File: src/rtl/program_loader.sv
// program_loader: turns a byte stream into 16-bit words, writes them to consecutive program memory addresses, and holds the CPU in reset while loading.
// Optional macro LOADER_CHECKSUM_EN adds a trailing XOR checksum byte (CHK state).
module program_loader #(
    parameter int                  PC_WIDTH          = 8,
    parameter int                  PROGRAM_DataWidth = 16,
    parameter int                  NumOpCodeBits     = 5,
    parameter logic [PC_WIDTH-1:0] BASE_ADR          = '0
) (
    input  logic                         clk,
    input  logic                         reset,
    input  logic                         start,
    input  logic                         abort,
    input  logic [7:0]                   in_data,
    input  logic                         in_valid,
    output logic                         in_ready,
    output logic                         prog_wr_en,
    output logic [PC_WIDTH-1:0]          prog_adr,
    output logic [PROGRAM_DataWidth-1:0] prog_data,
    output logic                         cpu_hold,
    output logic                         busy,
    output logic                         load_done,
    output logic                         load_error,
    output logic [7:0]                   rsvd_cnt
);

    typedef enum logic [2:0] {
        S_IDLE,
        S_LEN,
        S_HI,
        S_LO,
`ifdef LOADER_CHECKSUM_EN
        S_CHK,
`endif
        S_DONE,
        S_ERR
    } state_t;

    state_t                         state_q, state_d;
    logic                           in_ready_q, in_ready_d;
    logic                           prog_wr_en_q, prog_wr_en_d;
    logic [PC_WIDTH-1:0]            prog_adr_q, prog_adr_d;
    logic [PROGRAM_DataWidth-1:0]   prog_data_q, prog_data_d;
    logic                           load_done_q, load_done_d;
    logic                           load_error_q, load_error_d;
    logic [7:0]                     rsvd_cnt_q, rsvd_cnt_d;
    logic [7:0]                     word_cnt_q, word_cnt_d;
    logic [7:0]                     index_q, index_d;
    logic [7:0]                     hi_q, hi_d;
`ifdef LOADER_CHECKSUM_EN
    logic [7:0]                     xor_q, xor_d;
`endif

    logic                           accept;
    logic                           last_word;
    logic [PROGRAM_DataWidth-1:0]   new_word;
    logic [NumOpCodeBits-1:0]       new_opcode;
    logic                           new_rsvd;

    assign accept     = in_valid & in_ready_q;
    assign last_word  = ((index_q + 8'd1) == word_cnt_q);
    assign new_word   = {hi_q, in_data};
    assign new_opcode = new_word[PROGRAM_DataWidth-1 -: NumOpCodeBits];
    assign new_rsvd   = ((new_opcode >= 5'b01011) && (new_opcode <= 5'b01111)) ||
                        (new_opcode >= 5'b10110);

    always_ff @(posedge clk or posedge reset) begin
        if (reset) begin
            state_q <= S_IDLE;
        end else begin
            state_q <= state_d;
        end
    end

    // abort dominates every other event, including a coincident start
    always_comb begin
        state_d = state_q;
        if (abort) begin
            state_d = S_IDLE;
        end else begin
            case (state_q)
                S_IDLE, S_DONE, S_ERR: if (start) state_d = S_LEN;
                S_LEN:  if (accept) state_d = (in_data == 8'd0) ? S_ERR : S_HI;
                S_HI:   if (accept) state_d = S_LO;
`ifdef LOADER_CHECKSUM_EN
                S_LO:   if (accept) state_d = last_word ? S_CHK : S_HI;
                S_CHK:  if (accept) state_d = (in_data == xor_q) ? S_DONE : S_ERR;
`else
                S_LO:   if (accept) state_d = last_word ? S_DONE : S_HI;
`endif
                default: state_d = S_IDLE;
            endcase
        end
    end

    always_comb begin
        word_cnt_d   = word_cnt_q;
        index_d      = index_q;
        hi_d         = hi_q;
        prog_wr_en_d = 1'b0;
        prog_adr_d   = prog_adr_q;
        prog_data_d  = prog_data_q;
        load_done_d  = load_done_q;
        load_error_d = load_error_q;
        rsvd_cnt_d   = rsvd_cnt_q;
`ifdef LOADER_CHECKSUM_EN
        xor_d        = xor_q;
`endif
        in_ready_d   = (state_d != S_IDLE) && (state_d != S_DONE) && (state_d != S_ERR);
        if (!abort) begin
            case (state_q)
                S_IDLE, S_DONE, S_ERR: begin
                    if (start) begin
                        load_done_d  = 1'b0;
                        load_error_d = 1'b0;
                        rsvd_cnt_d   = 8'd0;
                    end
                end
                S_LEN: begin
                    if (accept) begin
                        word_cnt_d = in_data;
                        index_d    = 8'd0;
`ifdef LOADER_CHECKSUM_EN
                        xor_d      = in_data;
`endif
                    end
                end
                S_HI: begin
                    if (accept) begin
                        hi_d = in_data;
`ifdef LOADER_CHECKSUM_EN
                        xor_d = xor_q ^ in_data;
`endif
                    end
                end
                // the write strobe lands in the cycle after the low byte, overlapping the next high byte
                S_LO: begin
                    if (accept) begin
                        prog_wr_en_d = 1'b1;
                        prog_adr_d   = BASE_ADR + PC_WIDTH'(index_q);
                        prog_data_d  = new_word;
                        index_d      = index_q + 8'd1;
                        if (new_rsvd && (rsvd_cnt_q != 8'hFF)) begin
                            rsvd_cnt_d = rsvd_cnt_q + 8'd1;
                        end
`ifdef LOADER_CHECKSUM_EN
                        xor_d = xor_q ^ in_data;
`endif
                    end
                end
                default: ;
            endcase
            if (state_d == S_DONE) load_done_d  = 1'b1;
            if (state_d == S_ERR)  load_error_d = 1'b1;
        end
    end

    always_comb begin
        busy     = (state_q != S_IDLE) && (state_q != S_DONE) && (state_q != S_ERR);
        cpu_hold = busy | prog_wr_en_q;
    end

    always_ff @(posedge clk or posedge reset) begin
        if (reset) begin
            in_ready_q   <= 1'b0;
            prog_wr_en_q <= 1'b0;
            prog_adr_q   <= '0;
            prog_data_q  <= '0;
            load_done_q  <= 1'b0;
            load_error_q <= 1'b0;
            rsvd_cnt_q   <= 8'd0;
            word_cnt_q   <= 8'd0;
            index_q      <= 8'd0;
            hi_q         <= 8'd0;
`ifdef LOADER_CHECKSUM_EN
            xor_q        <= 8'd0;
`endif
        end else begin
            in_ready_q   <= in_ready_d;
            prog_wr_en_q <= prog_wr_en_d;
            prog_adr_q   <= prog_adr_d;
            prog_data_q  <= prog_data_d;
            load_done_q  <= load_done_d;
            load_error_q <= load_error_d;
            rsvd_cnt_q   <= rsvd_cnt_d;
            word_cnt_q   <= word_cnt_d;
            index_q      <= index_d;
            hi_q         <= hi_d;
`ifdef LOADER_CHECKSUM_EN
            xor_q        <= xor_d;
`endif
        end
    end

    assign in_ready   = in_ready_q;
    assign prog_wr_en = prog_wr_en_q;
    assign prog_adr   = prog_adr_q;
    assign prog_data  = prog_data_q;
    assign load_done  = load_done_q;
    assign load_error = load_error_q;
    assign rsvd_cnt   = rsvd_cnt_q;

endmodule

File: config.mk
export PLATFORM = sky130hd
export DESIGN_NAME = program_loader
export DESIGN_NICKNAME = d
export VERILOG_FILES = /design/src/rtl/program_loader.sv
export SDC_FILE = /design/constraint.sdc
export NUM_CORES = 1
export LEC_CHECK = 0
export BUFFER_PORTS_ARGS = -buffer_cell sky130_fd_sc_hd__buf_2
export CORE_MARGIN = 3
export CORE_UTILIZATION = 60
export DETAILED_ROUTE_END_ITERATION = 10
export GPL_TIMING_DRIVEN = 0
export PLACE_DENSITY = 0.84
export SLEW_MARGIN = 40
export SYNTH_ARGS = -nofsm -noshare
export SYNTH_HDL_FRONTEND = slang
export SYNTH_SLANG_ARGS = --single-unit
File: constraint.sdc
create_clock -name clk -period 3.3 [get_ports clk]
set_input_delay 0.495 -clock clk [delete_from_list [all_inputs] [get_ports clk]]
set_output_delay 0.495 -clock clk [all_outputs]
set_load 0.005 [all_outputs]
# After elaboration in Yosys (flattened, before gate mapping)
# Index checks and enable logic that the tools add are counted.
[totals] reg_bits=63
[classes] order_cmp=3 muxes=22 n_reduce_logical=25 bitwise_logic=3 n_eq_ne=17 add_sub_neg=2
[ops] cell="$mux W8" n=5
[ops] cell="$pmux W8 S2" n=2
[ops] cell="$mux W3" n=7
[ops] cell="$add A8 B1 Y8 const B" n=2
[ops] cell="$reduce_and A3 Y1" n=5
[ops] cell="$eq A3 B3 Y1 const B" n=4
[ops] cell="$ne A3 B3 Y1 const B" n=4
[ops] cell="$pmux W3 S4" n=1
[ops] cell="$reduce_bool A2 Y1" n=6
[ops] cell="$eq A8 B8 Y1" n=1
[ops] cell="$logic_not A8 Y1" n=1
[ops] cell="$ne A2 B2 Y1 const B" n=4
[ops] cell="$ne A8 B8 Y1 const B" n=1
[ops] cell="$mux W1" n=7
[ops] cell="$eq A3 B2 Y1 const B" n=2
[ops] cell="$logic_and A1 B1 Y1" n=6
[ops] cell="$reduce_bool A3 Y1" n=2
[ops] cell="$ge A5 B4 Y1 const B" n=1
[ops] cell="$ge A5 B5 Y1 const B" n=1
[ops] cell="$le A5 B4 Y1 const B" n=1
[ops] cell="$reduce_and A5 Y1" n=1
[ops] cell="$reduce_and A4 Y1" n=1
[ops] cell="$eq A3 B1 Y1 const B" n=1
[ops] cell="$logic_not A3 Y1" n=1
[ops] cell="5 further kinds" n=5

# Depth between registers and ports, before layout
# Gate-level depths: netlist (run 1).
[logic_depth] word_depth=9 mapped_depth=7

# Worst setup path after synthesis (run 1)
# Ideal clock, no wire load.
[synth_timing] kind="register to register" start="register index_q[1]" end="register state_q[1]" stages_incl_launch_ff=8 t_arrival_ns=1.772 period_less_slack_ns=1.893 t_required_ns=3.179 setup_time_ns=0.121 slack_ns=1.407 cell_sequence="dfrtp_1 > ha_1 > clkbuf_8 > xor2_1 > xnor2_1 > nand4_1 > or3_4 > a22o_1"
[synth_via] elab_chain_len=6
[synth_lines] element="start: declaration" line="47" text="logic [7:0] index_q, index_d;"
[synth_lines] element="start signal: assignment" line="186" text="index_q <= index_d;"
[synth_lines] element="$add A8 B1 Y8" line="60" text="assign last_word = ((index_q + 8'd1) == word_cnt_q);"
[synth_lines] element="$eq A8 B8 Y1" line="60"
[synth_lines] element="$mux W3 (2 in a row)" line="88" text="S_LO: if (accept) state_d = last_word ? S_DONE : S_HI;"
[synth_lines] element="$pmux W3 S4" line="80" text="case (state_q)"
[synth_lines] element="$mux W3" line="77" text="if (abort) begin"
[synth_lines] element="via state_d[1]" line="38" text="state_t state_q, state_d;"
[synth_lines] element="end signal: assignment" line="70" text="state_q <= state_d;"
[synth_lines] element="end: declaration" line="38"
# The timed path passes the listed nets, and every way through them passes these cells.
# A chain may end at the register's enable or synchronous reset.

# Worst setup path in the final report (run 1)
# Same ends and word-level chain as after synthesis.

==> flow_summary_export.csv, run 1 <==
group,metric,value,unit
floorplan,die_y,77.5,µm
clocking,htree_levels,3,
timing,finalSetupViolations,0,
synthesis,synth_seq_cells,63,
clocking,cts_inserted_buffers,9,
place,hpwl,5080,µm
power_and_ir_drop,vdd_ir_drop_max,0.000418,V
worst_setup_path,start_kind,"flip-flop",
synthesis,avgSynthCellArea,9.77,µm²
grt,grt_pass1_vias,2465,
timing,rsz0062_at_grt,"false",
synthesis,syn_area,3070,µm²
routing,wire_per_inst,15.8,µm
routing,wl_met1,3150,µm
synthesis,async_flop_share,100,%
timing,finalHoldViolCount,0,
grt,grt_pass1_wl,12000,µm
finish,fin_nets,390,
synthesis,synth-adder-area-share,0.815,%
worst_setup_path,cp-end-kind,"flip-flop",
place,gp_congestion,0.909,
timing,timing.final.crit_share,65.6,%
clocking,root_buffer,"clkbuf_8",
finish,antenna-diode-count,0,
finish,fillers,360,
synthesis,synth_area_leaders,"dfrtp_1, nand2_1, mux2_2",
timing,fin_worst_skew,0.00680,ns
synthesis,yosysTopAreaCell,"dfrtp_1",
routing,post-route-drc-count,0,
timing,fin_crit,2.16,ns
synthesis,yosys.area_share.xor_xnor,3.71,%
synthesis,synthTopCellsByCount,"nand2_1, dfrtp_1, mux2_2, o21ai_0, a21oi_1",
clocking,postCtsSetupBuffers,0,
routing,dr.first_iter.drc_count,266,
worst_setup_path,worstPathMaxFanout,8,
clocking,clk_transition_reported_paths,0.08,ns
grt,grt_max_degree,34,
routing,postRouteWirelength,7050,µm
clocking,clock_latency,0.35,ns
timing,slew_headroom,60.8,%
grt,overflow,0,
floorplan,die_area,6010,µm²
clocking,postCtsHoldBufs,0,
synthesis,synth_compound_area_share,11.6,%
synthesis,synth-simple-area-share,22.2,%
synthesis,synthCells,314,
routing,ant_nets,0,
place,numPortBuffers,49,
worst_setup_path,cp_data_required_time,3.53,ns
finish,drive_gt1_share,27.4,%
floorplan,core,4850,µm²
run_status,status,"complete, no violations",
routing,via_per_inst,5.70,
clocking,cts.sink_count,63,
clocking,clock_path_buffers,2,
finish,syn_to_final_growth,17.3,%
grt,antenna_found_initial,0,
timing,setup_tns,0,ns
synthesis,synth_edf_count,0,
hold_path,min_path_type,"in -> async",
worst_setup_path,worstSetupPathType,"reg -> reg",
place,post_dp_cell_area,3420,µm²
synthesis,synthFlopType,"dfrtp_1",
worst_setup_path,cp.arrival,2.40,ns
clocking,cts_resized,0,
routing,dr.max_layer_used,"met4",
floorplan,io_pins,51,
synthesis,synth.most_common_cell,"nand2_1",
timing,worstMarginPinSlew,0.583,ns
synthesis,synth.net_count,329,
power_and_ir_drop,power_density,522,nW/µm²
timing,fmax,462,MHz
floorplan,row_count,25,
clocking,cts_tree,"done",
synthesis,ys_types,52,
synthesis,synth_top_cell_area_share,51.4,%
power_and_ir_drop,leakage,1.87,nW
routing,wl_met2,3410,µm
routing,met3_length,350,µm
synthesis,yosysWarnings,0,
flow_run,maxCapViolCount,0,
routing,firstDrtPassIters,4,
timing,drv_slew,0,
synthesis,synth_top_family_by_area,"simple AND/OR/NAND/NOR gates",
routing,vias,2548,
floorplan,chipWidth,77.5,µm
grt,grt_usage,25.5,%
finish,fin_area,3600,µm²
synthesis,seq_area_frac_synth,51.4,%
synthesis,synth.area.mux_share,6.89,%
floorplan,initial_core_util,63.3,%
[cells by family after synthesis]
family	count (synthesis)
compound gates	54
xor+xnor	13
fa+ha+maj	2
buf+inv	21
flops	63
mux	19
simple gates	142
[placed cells by master (no fill, tap or decap), drive strengths merged, types with 3 or more instances in the layout]
cell type and n:
a211oi 3, a21oi 11, a22o 3, and3 4, buf 57, clkbuf 18, dfrtp 63, inv 9
mux2 17, nand2 85, nand2b 3, nand3 8, nand4 3, nor2 9, nor2b 3, nor4 4
o21ai 18, o31ai 9, or3 5, or4 4, xnor2 7, xor2 6
[routing by layer]
layer | vias up | track usage, %
li1 | 1217 | -
met1 | 1234 | 33.7
met2 | 85 | 41.5
met3 | 12 | 4.87
met4 | 0 | 10.5
met5 | - | 0
[final cells by class]
class | count | area, µm² | share of cell area, %
plain buffers | 16 | 85.1 | 2.36
repair buffers | 50 | 265 | 7.37
well taps | 67 | 83.8 | 2.33
clock inverters | 7 | 55.1 | 1.53
clock buffers | 9 | 124 | 3.44
inverters | 5 | 21.3 | 0.591
flip-flops and latches | 63 | 1580 | 43.8
multi-input cells | 230 | 1390 | 38.6
[registers in the layout, summed over array words and instances (netlist names), 3 cells and up]
name / cells
word_cnt_q: 8
state_q: 3
prog_adr: 8
prog_data: 16
rsvd_cnt: 8
index_q: 8
hi_q: 8
[worst max-delay path: stages (launching register included)]
cell      delay [ns]
dfrtp_1         0.48
ha_1            0.23
clkbuf_8        0.17
xor2_1          0.21
xnor2_1         0.14
nand4_1         0.20
or3_4           0.43
a22o_1          0.20
[path summary, 6_finish.rpt]
| kind | startpoint | end | slack [ns] | cells after the start |
|---|---|---|---|---|
| max | index_q[1] | state_q[1] | 1.14 | 7 |
| min | reset | hi_q[5] | 0.14 | 2 |
| max in group asynchronous | reset | index_q[1] | 2.65 | 3 |
| max reg2reg | index_q[1] | state_q[1] | 1.14 | 7 |
| min in group clk | in_data[6] | prog_data[6] | 0.40 | 3 |
| min reg2reg | prog_adr[7] | prog_adr[7] | 0.47 | 2 |
[stage by stage]
stage	util [%]	setup slack [ns]	cells	hold WS (ns)	power, mW
detailed placement	70.6	1.04	431	0.455	1.28
finish	74.2	1.14	447	0.142	1.88
CTS	74.2	1.17	447	0.155	1.88
global placement	70.1	0.509	430	0.443	1.25
global route	74.2	1.09	447	0.164	1.96
floorplan	-	1.24	314	0.433	1.17
[where the power goes]
group / leakage, nW / switching (mW) / total, mW / internal (mW)
clock network: 0.0870 / 0.328 / 0.609 / 0.281
logic: 0.924 / 0.170 / 0.341 / 0.170
registers: 0.861 / 0.0710 / 0.929 / 0.858
total: 1.87 / 0.569 / 1.88 / 1.31
Note: power is estimated with default switching activity, not from simulation.
==> inputs of run 2 (changes only) <==
--- a/config.mk
+++ b/config.mk
@@ -7,10 +7,10 @@
 export LEC_CHECK = 0
 export BUFFER_PORTS_ARGS = -buffer_cell sky130_fd_sc_hd__buf_2
 export CORE_MARGIN = 3
-export CORE_UTILIZATION = 60
+export CORE_UTILIZATION = 56
 export DETAILED_ROUTE_END_ITERATION = 10
 export GPL_TIMING_DRIVEN = 0
-export PLACE_DENSITY = 0.84
+export PLACE_DENSITY = 0.79
 export SLEW_MARGIN = 40
 export SYNTH_ARGS = -nofsm -noshare
 export SYNTH_HDL_FRONTEND = slang
==> constraint.sdc (replaced) <==
create_clock -name clk -period 2.25 [get_ports clk]
set_input_delay 0.3375 -clock clk [delete_from_list [all_inputs] [get_ports clk]]
set_output_delay 0.3375 -clock clk [all_outputs]
set_load 0.005 [all_outputs]
==> flow_summary_export.csv, run 2 (synthesized netlist as in run 1, its figures left out) <==
group,metric,value,unit
run_status,status,"complete, no violations",
timing,worstMarginPinSlew,0.571,ns
timing,fmax,484,MHz
grt,grt_usage,23.3,%
worst_setup_path,cp_data_required_time,2.47,ns
timing,whs,0.247,ns
routing,postRouteWirelength,6810,µm
finish,final_common_cell,"nand2_1",
grt,antenna_found_initial,0,
grt,grt_pass1_wl,11500,µm
floorplan,initial_core_util,59.0,%
finish,syn_to_final_growth,18.8,%
clocking,htree_levels,3,
routing,wire_per_inst,15.1,µm
floorplan,core,5200,µm²
power_and_ir_drop,vdd_ir_drop_max,0.000522,V
grt,grt_max_degree,45,
routing,ant_nets,0,
power_and_ir_drop,comb_power_share,17.1,%
worst_setup_path,start_kind,"flip-flop",
power_and_ir_drop,pwr-share-seq,47.5,%
power_and_ir_drop,leakage,1.89,nW
timing,fin_crit,2.07,ns
place,gp_congestion,0.871,
routing,post-route-drc-count,0,
floorplan,chipWidth,80.0,µm
power_and_ir_drop,p_clk_share,35.3,%
timing,rsz0062_at_grt,"false",
worst_setup_path,cp-end-kind,"flip-flop",
place,hpwl,4740,µm
grt,grt_pass1_vias,2467,
timing,slew_headroom,61.6,%
finish,fin_area,3640,µm²
power_and_ir_drop,power_density,786,nW/µm²
timing,setup_tns,0,ns
power_and_ir_drop,intPower,2.08,mW
grt,overflow,0,
floorplan,row_count,26,
finish,antenna-diode-count,0,
finish,seqCellArea,1580,µm²
power_and_ir_drop,switchingPower,0.783,mW
floorplan,io_pins,51,
clocking,clk_transition_reported_paths,0.07,ns
worst_setup_path,cp.arrival,2.29,ns
worst_setup_path,worstPathMaxFanout,8,
clocking,clock_path_buffers,2,
clocking,clock_latency,0.33,ns
finish,fillers,409,
timing,timing.final.crit_share,91.9,%
clocking,root_buffer,"clkbuf_8",
clocking,cts_inserted_buffers,9,
finish,largest_reg_flops,16,
timing,finalSetupViolations,0,
routing,firstDrtPassIters,4,
clocking,cts_tree,"done",
routing,dr.first_iter.drc_count,114,
place,post_dp_cell_area,3420,µm²
finish,drive_gt1_share,27.3,%
power_and_ir_drop,power,2.87,mW
timing,drv_slew,0,
place,numPortBuffers,49,
finish,multi_input_area,1390,µm²
timing,fin_worst_skew,0.0112,ns
flow_run,maxCapViolCount,0,
floorplan,die_area,6400,µm²
routing,vias,2517,
power_and_ir_drop,p_sw_share,27.3,%
finish,final_cell_mix,"nand2_1, dfrtp_1, buf_2, o21ai_0, mux2_2",
finish,fin_nets,391,
clocking,cts.sink_count,63,
worst_setup_path,worstSetupPathType,"reg -> reg",
routing,via_per_inst,5.58,
hold_path,min_path_type,"in -> reg",
floorplan,die_y,80.0,µm
timing,finalHoldViolCount,0,
finish,postLayoutCoreUtil,70.0,%
-- run 2: through the flow --
step,worst slack [ns],std cells
after floorplan,0.343,314
after global placement,-0.404,433
after detailed placement,0.148,434
after CTS,0.148,451
after global routing,0.0627,451
final,0.182,451
-- run 2: power groups by stage --
stage | sequential (mW) | combinational (mW) | clock, mW
after floorplan | 1.35 | 0.370 | 0
after global placement | 1.37 | 0.461 | 0
after detailed placement | 1.38 | 0.490 | 0
after CTS | 1.36 | 0.494 | 1.03
after global routing | 1.38 | 0.545 | 1.10
final | 1.36 | 0.491 | 1.01
-- run 2: cell type report --
class	instances	area share, %
Multi-Input combinational cell	230	38.1
Timing Repair Buffer	51	7.55
Sequential cell	63	43.3
Clock buffer	12	4.26
Tap cell	70	2.40
Buffer	16	2.33
Clock inverter	4	1.48
Inverter	5	0.584
-- run 2: final timing paths --
path	start	end	slack, ns	cells after the start
max	index_q[1]	state_q[1]	0.18	7
min	in_data[2]	prog_data[2]	0.25	3
max reg2reg	index_q[1]	state_q[1]	0.18	7
min reg2reg	hi_q[2]	prog_data[10]	0.47	2
max in group asynchronous	reset	index_q[1]	1.23	4
min in group asynchronous	reset	prog_data[3]	0.49	3
-- run 2: worst max-delay path: stages (launching register included) --
cell	delay [ns]
dfrtp_2	0.42
ha_1	0.17
clkbuf_8	0.16
nand3_1	0.14
xnor2_1	0.23
nand4_1	0.22
or3_4	0.43
a22o_1	0.20
-- run 2: timing repair --
action                     in CTS  in global routing
setup endpoints to repair       0                  1
buffers inserted                0                  0
hold endpoints to repair       19                  0
resized for setup               0                  1
hold buffers                    1                  0
-- run 2: routing by layer --
metal  share of wire [%]  vias up  global-route usage, %
met5                   0        -                      0
met4                 1.2        0                   8.11
met3                 5.6        9                   4.85
met2                  48       85                   37.5
met1                  45     1202                   31.2
li1                    -     1221                      -
